`src/rtl/uart_core.sv`:
```
// Full-duplex 8N1 UART with a runtime baud divisor and 16x oversampling.
// Optional rx_frame_err output is enabled by defining UART_FRAME_ERR_EN.
module uart_core #(
  parameter int unsigned DIV_W = 16
) (
  input  logic             sys_clk,
  input  logic             sys_rst,
  input  logic [DIV_W-1:0] divisor,
  input  logic             uart_rx,
  output logic             uart_tx,
  output logic [7:0]       rx_data,
  output logic             rx_done,
  input  logic [7:0]       tx_data,
  input  logic             tx_wr,
  output logic             tx_done
`ifdef UART_FRAME_ERR_EN
  ,
  output logic             rx_frame_err
`endif
);

  typedef enum logic [2:0] {
    RX_IDLE, RX_START, RX_DATA, RX_STOP, RX_BRK
  } rx_state_t;

  typedef enum logic [1:0] {
    TX_IDLE, TX_START, TX_DATA, TX_STOP
  } tx_state_t;

  // Shared oversample tick generator
  logic [DIV_W-1:0] div_cnt;
  logic             tick;

  assign tick = (div_cnt == '0);

  always_ff @(posedge sys_clk) begin
    if (sys_rst)          div_cnt <= '0;
    else if (tick)        div_cnt <= (divisor == '0) ? '0 : divisor - DIV_W'(1);
    else                  div_cnt <= div_cnt - DIV_W'(1);
  end

  // RX input synchronizer
  logic rx_s1, rx_s2;

  always_ff @(posedge sys_clk) begin
    if (sys_rst) begin
      rx_s1 <= 1'b1;
      rx_s2 <= 1'b1;
    end else begin
      rx_s1 <= uart_rx;
      rx_s2 <= rx_s1;
    end
  end

  // ---------------- Receiver ----------------
  rx_state_t  rx_state, rx_state_d;
  logic [3:0] rx_tcnt, rx_tcnt_d;
  logic [2:0] rx_bcnt, rx_bcnt_d;
  logic [7:0] rx_shift, rx_shift_d;
  logic [7:0] rx_data_d;
  logic       rx_done_d;
`ifdef UART_FRAME_ERR_EN
  logic       rx_err_d;
`endif

  always_ff @(posedge sys_clk) begin
    if (sys_rst) begin
      rx_state <= RX_IDLE;
      rx_tcnt  <= '0;
      rx_bcnt  <= '0;
      rx_shift <= '0;
      rx_data  <= '0;
      rx_done  <= 1'b0;
    end else begin
      rx_state <= rx_state_d;
      rx_tcnt  <= rx_tcnt_d;
      rx_bcnt  <= rx_bcnt_d;
      rx_shift <= rx_shift_d;
      rx_data  <= rx_data_d;
      rx_done  <= rx_done_d;
    end
  end

`ifdef UART_FRAME_ERR_EN
  always_ff @(posedge sys_clk) begin
    if (sys_rst) rx_frame_err <= 1'b0;
    else         rx_frame_err <= rx_err_d;
  end
`endif

  always_comb begin
    rx_state_d = rx_state;
    rx_tcnt_d  = rx_tcnt;
    rx_bcnt_d  = rx_bcnt;
    rx_shift_d = rx_shift;
    rx_data_d  = rx_data;
    rx_done_d  = 1'b0;
`ifdef UART_FRAME_ERR_EN
    rx_err_d   = 1'b0;
`endif
    case (rx_state)
      RX_IDLE: begin
        if (!rx_s2) begin
          rx_state_d = RX_START;
          rx_tcnt_d  = '0;
        end
      end
      RX_START: begin
        // Mid start bit: a high level here was only a glitch
        if (tick) begin
          if (rx_tcnt == 4'd7) begin
            rx_tcnt_d  = '0;
            rx_bcnt_d  = '0;
            rx_state_d = rx_s2 ? RX_IDLE : RX_DATA;
          end else begin
            rx_tcnt_d = rx_tcnt + 4'd1;
          end
        end
      end
      RX_DATA: begin
        if (tick) begin
          rx_tcnt_d = rx_tcnt + 4'd1;
          if (rx_tcnt == 4'd15) begin
            rx_shift_d = {rx_s2, rx_shift[7:1]};
            rx_bcnt_d  = rx_bcnt + 3'd1;
            if (rx_bcnt == 3'd7) rx_state_d = RX_STOP;
          end
        end
      end
      RX_STOP: begin
        if (tick) begin
          rx_tcnt_d = rx_tcnt + 4'd1;
          if (rx_tcnt == 4'd15) begin
            if (rx_s2) begin
              rx_data_d  = rx_shift;
              rx_done_d  = 1'b1;
              rx_state_d = RX_IDLE;
            end else begin
`ifdef UART_FRAME_ERR_EN
              rx_err_d   = 1'b1;
`endif
              rx_state_d = RX_BRK;
            end
          end
        end
      end
      RX_BRK: begin
        // Hold off until the line idles so a break is one event
        if (rx_s2) rx_state_d = RX_IDLE;
      end
      default: rx_state_d = RX_IDLE;
    endcase
  end

  // ---------------- Transmitter ----------------
  tx_state_t  tx_state, tx_state_d;
  logic [3:0] tx_tcnt, tx_tcnt_d;
  logic [2:0] tx_bcnt, tx_bcnt_d;
  logic [7:0] tx_shift, tx_shift_d;
  logic       tx_go, tx_go_d;
  logic       uart_tx_d;
  logic       tx_done_d;

  always_ff @(posedge sys_clk) begin
    if (sys_rst) begin
      tx_state <= TX_IDLE;
      tx_tcnt  <= '0;
      tx_bcnt  <= '0;
      tx_shift <= '0;
      tx_go    <= 1'b0;
      uart_tx  <= 1'b1;
      tx_done  <= 1'b0;
    end else begin
      tx_state <= tx_state_d;
      tx_tcnt  <= tx_tcnt_d;
      tx_bcnt  <= tx_bcnt_d;
      tx_shift <= tx_shift_d;
      tx_go    <= tx_go_d;
      uart_tx  <= uart_tx_d;
      tx_done  <= tx_done_d;
    end
  end

  always_comb begin
    tx_state_d = tx_state;
    tx_tcnt_d  = tx_tcnt;
    tx_bcnt_d  = tx_bcnt;
    tx_shift_d = tx_shift;
    tx_go_d    = tx_go;
    uart_tx_d  = uart_tx;
    tx_done_d  = 1'b0;
    case (tx_state)
      TX_IDLE: begin
        // The cycle tx_done is visible still counts as busy
        if (tx_wr && !tx_done) begin
          tx_shift_d = tx_data;
          tx_go_d    = 1'b0;
          tx_tcnt_d  = '0;
          tx_state_d = TX_START;
        end
      end
      TX_START: begin
        // First tick launches the start bit, 16 more end it
        if (tick) begin
          if (!tx_go) begin
            tx_go_d   = 1'b1;
            uart_tx_d = 1'b0;
            tx_tcnt_d = '0;
          end else begin
            tx_tcnt_d = tx_tcnt + 4'd1;
            if (tx_tcnt == 4'd15) begin
              uart_tx_d  = tx_shift[0];
              tx_bcnt_d  = '0;
              tx_state_d = TX_DATA;
            end
          end
        end
      end
      TX_DATA: begin
        if (tick) begin
          tx_tcnt_d = tx_tcnt + 4'd1;
          if (tx_tcnt == 4'd15) begin
            if (tx_bcnt == 3'd7) begin
              uart_tx_d  = 1'b1;
              tx_state_d = TX_STOP;
            end else begin
              tx_shift_d = {1'b0, tx_shift[7:1]};
              uart_tx_d  = tx_shift[1];
              tx_bcnt_d  = tx_bcnt + 3'd1;
            end
          end
        end
      end
      TX_STOP: begin
        if (tick) begin
          tx_tcnt_d = tx_tcnt + 4'd1;
          if (tx_tcnt == 4'd15) begin
            tx_done_d  = 1'b1;
            tx_state_d = TX_IDLE;
          end
        end
      end
      default: tx_state_d = TX_IDLE;
    endcase
  end

endmodule

```
`config.mk`:
```
export PLATFORM = sky130hd
export DESIGN_NAME = uart_core
export DESIGN_NICKNAME = d
export VERILOG_FILES = /design/src/rtl/uart_core.sv
export SDC_FILE = /design/constraint.sdc
export NUM_CORES = 1
export LEC_CHECK = 0
export ABC_AREA = 1
export CAP_MARGIN = 20
export CELL_PAD_IN_SITES_DETAIL_PLACEMENT = 1
export CELL_PAD_IN_SITES_GLOBAL_PLACEMENT = 1
export CORE_UTILIZATION = 44
export CTS_BUF_LIST = sky130_fd_sc_hd__clkbuf_16
export DETAILED_ROUTE_END_ITERATION = 10
export GPL_TIMING_DRIVEN = 0
export PLACE_DENSITY_LB_ADDON = 0.1
export SETUP_SLACK_MARGIN = 0.02
export SLEW_MARGIN = 40
export SYNTH_ARGS = -nofsm -noshare
export SYNTH_HDL_FRONTEND = slang
export SYNTH_SLANG_ARGS = --single-unit
```
`constraint.sdc`:
```
create_clock -name sys_clk -period 4.1 [get_ports sys_clk]
set_clock_uncertainty 0.05 [all_clocks]
set_input_delay 0.82 -clock sys_clk [delete_from_list [all_inputs] [get_ports sys_clk]]
set_output_delay 0.82 -clock sys_clk [all_outputs]
set_load 0.01 [all_outputs]
```
==> impl_metrics.sql, run 1 <==
INSERT INTO impl_metrics (metric_group, metric, value, unit) VALUES
('critical_path', 'worstPathMaxFanout', '5', ''),
('sta', 'final_hold_viol_count', '0', ''),
('floorplanning', 'floorplan.initialDensity', '45.3', '%'),
('clock_network', 'worst_skew_pair.late_latency', '0.33', 'ns'),
('pwr', 'static-leakage-power', '2.28', 'nW'),
('critical_path', 'critPathKind', 'in -> reg', ''),
('drt', 'detail_route.drc_violations', '0', ''),
('critical_path', 'r2r_cells', '10', ''),
('synthesis', 'netlist.top_cell.by_area', 'dfxtp_1', ''),
('clock_network', 'cts_hold_buffers', '0', ''),
('clock_network', 'ctsResizeCount', '0', ''),
('critical_path', 'kind_of_start_point_of_the_critical_path', 'primary input', ''),
('synthesis', 'yosys_register_bits', '65', ''),
('pwr', 'peakVddDrop', '0.300', 'mV'),
('critical_path', 'worst-endpoint-arrival', '2.62', 'ns'),
('sta', 'relSlewSlack', '55.6', '%'),
('sta', 'fin_crit_sh', '58.7', '%'),
('placement', 'io_buffers', '37', ''),
('synthesis', 'synth.lib_cells_used.distinct', '38', ''),
('pwr', 'clock_power_share', '23.5', '%'),
('critical_path', 'path_cells', 'clkdlybuf4s50_1, inv_1, ha_1, nand3_1, nor2_1, nand2_1, xnor2_1, nand2_1, a21oi_1', ''),
('synthesis', 'synthFlopType', 'dfxtp_1', ''),
('synthesis', 'yosys.cell_count.top_type', 'nand2_1', ''),
('floorplanning', 'design.die.area', '0.00936', 'mm^2'),
('critical_path', 'reg2reg_to', 'rx_data[5]$_SDFFE_PP0P_', ''),
('drt', 'drt_pass1_iterations', '4', ''),
('critical_path', 'crit_path_start', 'divisor[0]', ''),
('sta', 'rsz0062_at_grt', 'no', ''),
('floorplanning', 'floorplan.die.width', '96.7', 'um'),
('critical_path', 'crit-reg2reg-launch', 'rx_tcnt[0]$_SDFFE_PP0P_', ''),
('critical_path', 'cpMaxStageDelayCell', 'clkdlybuf4s50_1', ''),
('min_path', 'min-delay-path-class', 'reg -> reg', ''),
('cells_and_area', 'areaGrowthSynthToFinish', '20.3', '%'),
('cells_and_area', 'fraction_of_layout_cells_with_a_size_suffix_above_1', '8.41', '%'),
('placement', 'dp_cells', '758', ''),
('sta', 'tightestPinTransition', '0.666', 'ns'),
('synthesis', 'synth_top_cells_by_count', '141 x nand2_1, 140 x nor2_1, 65 x dfxtp_1', ''),
('floorplanning', 'floorplan.die.height', '96.7', 'um'),
('synthesis', 'synthTopCellsByArea', 'dfxtp_1 33%, nand2_1 13%, nor2_1 13%', ''),
('sta', 'achievable_clock_frequency', '416', 'MHz'),
('global_routing', 'grt_start_max_net_pins', '13', ''),
('clock_network', 'clock_tree.root_cell', 'clkbuf_16', ''),
('drt', 'routed_wire_length_per_instance', '15.1', 'um'),
('synthesis', 'synth-warning-count', '0', ''),
('run_status', 'outcome', 'finished clean', ''),
('sta', 'final-setup-viol-count', '0', ''),
('global_routing', 'globalRouteOverflowTotal', '0', ''),
('pwr', 'sw_frac_of_total', '45.8', '%'),
('global_routing', 'grt.total_usage', '26.3', '%'),
('global_routing', 'antenna_found_initial', '0', ''),
('cells_and_area', 'antenna_cell_count', '0', ''),
('drt', 'via_count', '4069', ''),
('clock_network', 'clkSinkCount', '65', ''),
('critical_path', 'crit_path_max_incr_delay', '0.43', 'ns'),
('cells_and_area', 'fin_nets', '703', ''),
('synthesis', 'syn_area', '0.00395', 'mm^2'),
('drt', 'initialDrtViolationCount', '76', ''),
('clock_network', 'numCtsBuffers', '9', ''),
('drt', 'ant_nets', '0', ''),
('critical_path', 'worst-endpoint-required', '4.31', 'ns'),
('clock_network', 'cts_tree', 'built', ''),
('min_path', 'min_from', 'rx_s1$_SDFF_PP1_', ''),
('cells_and_area', 'fillers', '1189', ''),
('global_routing', 'grt_pass1_vias', '4391', ''),
('placement', 'globalplace.congestion', '0.857', ''),
('critical_path', 'worst-r2r-setup-slack', '2.09', 'ns'),
('pwr', 'power.net_switching', '0.00150', 'W'),
('pwr', 'power_density', '691', 'mW/mm^2'),
('synthesis', 'synthDominantCellAreaShare', '33.0', '%'),
('clock_network', 'worst_setup_hold_path_clk_slew', '0.06', 'ns'),
('clock_network', 'number_of_setup_buffers_added_after_cts', '0', '');
logic make-up after synthesis:
logic type               after synthesis  share of synthesized area [%]
flip-flops                            65                           33.0
AO/OA/AOI/OAI                         72                           9.95
adder cells (fa/ha/maj)               14                           4.44
AND/OR/NAND/NOR                      366                           41.0
XOR/XNOR                              16                           3.55
buffers and inverters                 80                           8.14
worst min path at each step:
stage	to	slack, ns	depth (start not counted)
after CTS	rx_s2$_SDFF_PP1_	0.37	1
final	rx_s2$_SDFF_PP1_	0.37	1
after detailed placement	rx_s2$_SDFF_PP1_	0.35	1
after floorplan	rx_s2$_SDFF_PP1_	0.34	1
after global routing	rx_s2$_SDFF_PP1_	0.37	1
after global placement	rx_s2$_SDFF_PP1_	0.35	1
power groups by stage:
| stage | Sequential [W] | Clock (W) | Combinational (W) |
|---|---|---|---|
| after floorplan | 0.000871 | 0 | 0.00122 |
| after global placement | 0.000892 | 0 | 0.00151 |
| after detailed placement | 0.000903 | 0 | 0.00158 |
| after CTS | 0.000892 | 0.000781 | 0.00162 |
| after global routing | 0.000914 | 0.000804 | 0.00183 |
| final | 0.000894 | 0.000772 | 0.00162 |
placed cells by master (no fill, tap or decap), types with 2 or more instances in the layout:
master | synthesis | final
nand2_1 | 141 | 141
xor2_1 | 12 | 12
a21oi_1 | 25 | 25
o21bai_1 | 2 | 2
inv_2 | 7 | 7
o21ai_1 | 4 | 4
nand3_1 | 40 | 40
dfxtp_1 | 65 | 65
o21ai_0 | 33 | 33
nand2_4 | 6 | 6
xnor2_1 | 4 | 4
inv_1 | 61 | 61
nor2_4 | 5 | 5
clkbuf_16 | 0 | 9
nand4_1 | 13 | 13
nor2_1 | 140 | 140
clkbuf_1 | 8 | 8
o21a_1 | 2 | 2
nor2_2 | 4 | 4
clkinv_4 | 0 | 2
nand2_2 | 5 | 5
clkinv_2 | 1 | 3
or2_2 | 4 | 4
ha_1 | 14 | 14
clkdlybuf4s50_1 | 0 | 37
nor3_1 | 2 | 2
layer usage:
layer | vias to the layer above | GRT usage, % | routed length, um
li1 | 2034 | - | -
met1 | 1950 | 30.6 | 5190
met2 | 59 | 48.0 | 6000
met3 | 26 | 4.41 | 280
met4 | 0 | 9.53 | 250
met5 | - | 0 | 0
registers in the layout (all words and copies together) (netlist names), 4 cells and up:
register  cells
tx_shift      8
rx_tcnt       4
rx_shift      8
div_cnt      16
rx_data       8
tx_tcnt       4
metrics by stage:
| step | util, % | hold slack, ns | area [um^2] | setup slack, ns |
|---|---|---|---|---|
| floorplan | - | 0.339 | 3950 | 2.12 |
| global placement | 51.1 | 0.351 | 4450 | 1.42 |
| detailed placement | 51.1 | 0.355 | 4450 | 1.36 |
| CTS | 54.5 | 0.370 | 4750 | 1.69 |
| global route | 54.5 | 0.373 | 4750 | 1.53 |
| finish | 54.5 | 0.367 | 4750 | 1.69 |
critical path: cells and delay by family:
kind	cells	cell delay, ns
adder cells (fa/ha/maj)	1	0.21
AO/OA/AOI/OAI	1	0.13
XOR/XNOR	1	0.20
AND/OR/NAND/NOR	4	0.67
buffers and inverters	2	0.59
area by class of cell:
cell class                 count  area (um^2)  area share [%]
timing repair buffer          37          370            7.80
buffer                        10         50.0            1.05
clock inverter                 7         70.1            1.48
multi-input combinational    468         2330            49.0
sequential                    65         1300            27.4
clock buffer                   9          225            4.74
inverter                      70          272            5.72
tap                          108          135            2.85
No activity file was read; power rests on OpenSTA's default activity.
==> inputs of run 2 (changes only) <==
CORE_UTILIZATION = 41   (was 44)
clock period = 2.35 ns   (was 4.1 ns; I/O delays follow)
==> run 2 against run 1 <==
Compared with the run above:
- via count fell by 2.7%
- hold slack got worse by 0.0010 ns
- register-to-register slack got worse by 1.7 ns
- sequential power rose by 74%
- final area rose by 0.84%
- clock power rose by 83%
- combinational power rose by 70%
- critical path type unchanged
- critical endpoint is now div_cnt[15]$_SDFF_PP0_
==> impl_metrics.sql, run 2 (synthesis gave the netlist of run 1 again) <==
INSERT INTO impl_metrics (metric_group, metric, value, unit) VALUES
('run_status', 'outcome', 'finished clean', ''),
('global_routing', 'grt_pass1_wl', '19200', 'um'),
('critical_path', 'worstPathMaxFanout', '6', ''),
('global_routing', 'grt.total_usage', '24.1', '%'),
('critical_path', 'worst-endpoint-arrival', '2.20', 'ns'),
('clock_network', 'cts_hold_buffers', '0', ''),
('clock_network', 'clock_tree.htree_level_count', '3', ''),
('global_routing', 'grt_pass1_vias', '4182', ''),
('cells_and_area', 'largest_register', 'div_cnt', ''),
('sta', 'tightestPinTransition', '0.645', 'ns'),
('clock_network', 'ctsResizeCount', '0', ''),
('clock_network', 'number_of_setup_buffers_added_after_cts', '0', ''),
('pwr', 'power_density', '1190', 'mW/mm^2'),
('clock_network', 'cts_tree', 'built', ''),
('cells_and_area', 'final_core_utilization', '51.6', '%'),
('critical_path', 'worst_setup_path_end_kind', 'flip-flop', ''),
('cells_and_area', 'antenna_cell_count', '0', ''),
('critical_path', 'kind_of_start_point_of_the_critical_path', 'primary input', ''),
('placement', 'place.detailed.hpwl', '8530', 'um'),
('floorplanning', 'floorplan.die.width', '100', 'um'),
('placement', 'io_buffers', '37', ''),
('floorplanning', 'design.die.area', '0.0100', 'mm^2'),
('cells_and_area', 'fraction_of_layout_cells_with_a_size_suffix_above_1', '8.56', '%'),
('pwr', 'p_total', '0.00572', 'W'),
('min_path', 'min-delay-path-class', 'reg -> reg', ''),
('drt', 'detail_route.vias_per_cell', '4.98', ''),
('floorplanning', 'core-area', '0.00928', 'mm^2'),
('sta', 'layout_min_cycle_time', '2.06', 'ns'),
('floorplanning', 'floorplan.die.height', '100', 'um'),
('sta', 'final-setup-viol-count', '0', ''),
('drt', 'initialDrtViolationCount', '64', ''),
('drt', 'drt_pass1_iterations', '4', ''),
('drt', 'via_count', '3961', ''),
('sta', 'holdWs', '0.366', 'ns'),
('cells_and_area', 'fin_nets', '703', ''),
('cells_and_area', 'layout_commonest_cell', 'nand2_1', ''),
('clock_network', 'worst_setup_hold_path_clk_slew', '0.06', 'ns'),
('global_routing', 'globalRouteOverflowTotal', '0', ''),
('sta', 'rsz0062_at_grt', 'no', ''),
('drt', 'ant_nets', '0', ''),
('sta', 'final_hold_viol_count', '0', ''),
('floorplanning', 'rows', '35', ''),
('placement', 'post_dp_cell_area', '0.00448', 'mm^2'),
('run', 'maxCapViolCount', '0', ''),
('global_routing', 'grt_start_max_net_pins', '15', ''),
('drt', 'wl', '11100', 'um'),
('placement', 'globalplace.congestion', '0.834', ''),
('clock_network', 'worst_skew_pair.late_latency', '0.33', 'ns'),
('sta', 'finalMaxSlewViolations', '0', ''),
('sta', 'relSlewSlack', '57.0', '%'),
('global_routing', 'antenna_found_initial', '0', ''),
('clock_network', 'clkSinkCount', '65', ''),
('sta', 'fin_crit_sh', '87.9', '%'),
('floorplanning', 'floorplan.initialDensity', '42.5', '%'),
('clock_network', 'cts_buffer_depth', '2', ''),
('critical_path', 'critPathKind', 'in -> reg', ''),
('cells_and_area', 'fillers', '1299', ''),
('drt', 'routed_wire_length_per_instance', '14.0', 'um'),
('pwr', 'peakVddDrop', '0.565', 'mV'),
('cells_and_area', 'largest_register_ffs', '16', ''),
('critical_path', 'worst-endpoint-required', '2.48', 'ns'),
('sta', 'achievable_clock_frequency', '484', 'MHz'),
('clock_network', 'clock_tree.root_cell', 'clkbuf_16', ''),
('floorplanning', 'design.portCount', '39', ''),
('cells_and_area', 'layout.cell_area.non_filler', '0.00479', 'mm^2'),
('cells_and_area', 'mostFrequentLayoutCells', '141 x nand2_1, 140 x nor2_1, 65 x dfxtp_1', ''),
('cells_and_area', 'areaGrowthSynthToFinish', '21.3', '%'),
('clock_network', 'numCtsBuffers', '9', ''),
('pwr', 'static-leakage-power', '2.28', 'nW'),
('drt', 'detail_route.drc_violations', '0', '');
[run 2: changes by cell type in the layout (fill, tap and decap cells not counted), sizes merged]
cell,change
clkinv,-4
clkinvlp,+1
inv,+3
[run 2: area by class of cell]
class / instances / area, um^2 / share of cell area (%)
clock buffer: 9 / 225 / 4.70
tap: 129 / 161 / 3.37
clock inverter: 7 / 83.8 / 1.75
buffer: 10 / 50.0 / 1.04
multi-input combinational: 468 / 2330 / 48.6
inverter: 70 / 272 / 5.67
sequential: 65 / 1300 / 27.2
timing repair buffer: 37 / 370 / 7.73
[run 2: path summary, 6_finish.rpt]
path,startpoint,to,slack [ns],cells past startpoint
setup / recovery,divisor[0],div_cnt[15]$_SDFF_PP0_,0.29,8
hold / removal,rx_s1$_SDFF_PP1_,rx_s2$_SDFF_PP1_,0.37,1
hold reg to reg,rx_s1$_SDFF_PP1_,rx_s2$_SDFF_PP1_,0.37,1
setup reg to reg,rx_tcnt[0]$_SDFFE_PP0P_,rx_shift[2]$_SDFFE_PP0P_,0.39,8
[run 2: power by group]
part	leakage [nW]	internal, W	switching (W)	total, W
combinational	1.60	0.000930	0.00183	0.00276
sequential	0.531	0.00135	0.000204	0.00156
clock	0.149	0.000842	0.000567	0.00141
total	2.28	0.00312	0.00260	0.00572
[run 2: worst max-delay path, stage by stage]
cell and delay (ns):
clkdlybuf4s50_1 0.42, inv_1 0.16, ha_1 0.21, nand3_1 0.17, nor2_1 0.23, nand3_1 0.26, nand4_1 0.20, a21oi_1 0.08
[run 2: through the flow]
| stage | worst slack (ns) | cells | TNS, ns |
|---|---|---|---|
| after floorplan | 0.723 | 613 | 0 |
| after global placement | 0.0295 | 779 | 0 |
| after detailed placement | -0.0554 | 779 | -0.0723 |
| after CTS | 0.277 | 795 | 0 |
| after global routing | 0.118 | 795 | 0 |
| final | 0.285 | 795 | 0 |
[run 2: per-layer routing]
metal	track usage, %	vias to the layer above	wire length, um
met1	28.8	1876	5050
li1	-	2040	-
met4	6.35	0	111
met5	0	-	0
met2	43.7	37	5680
met3	5.01	8	267
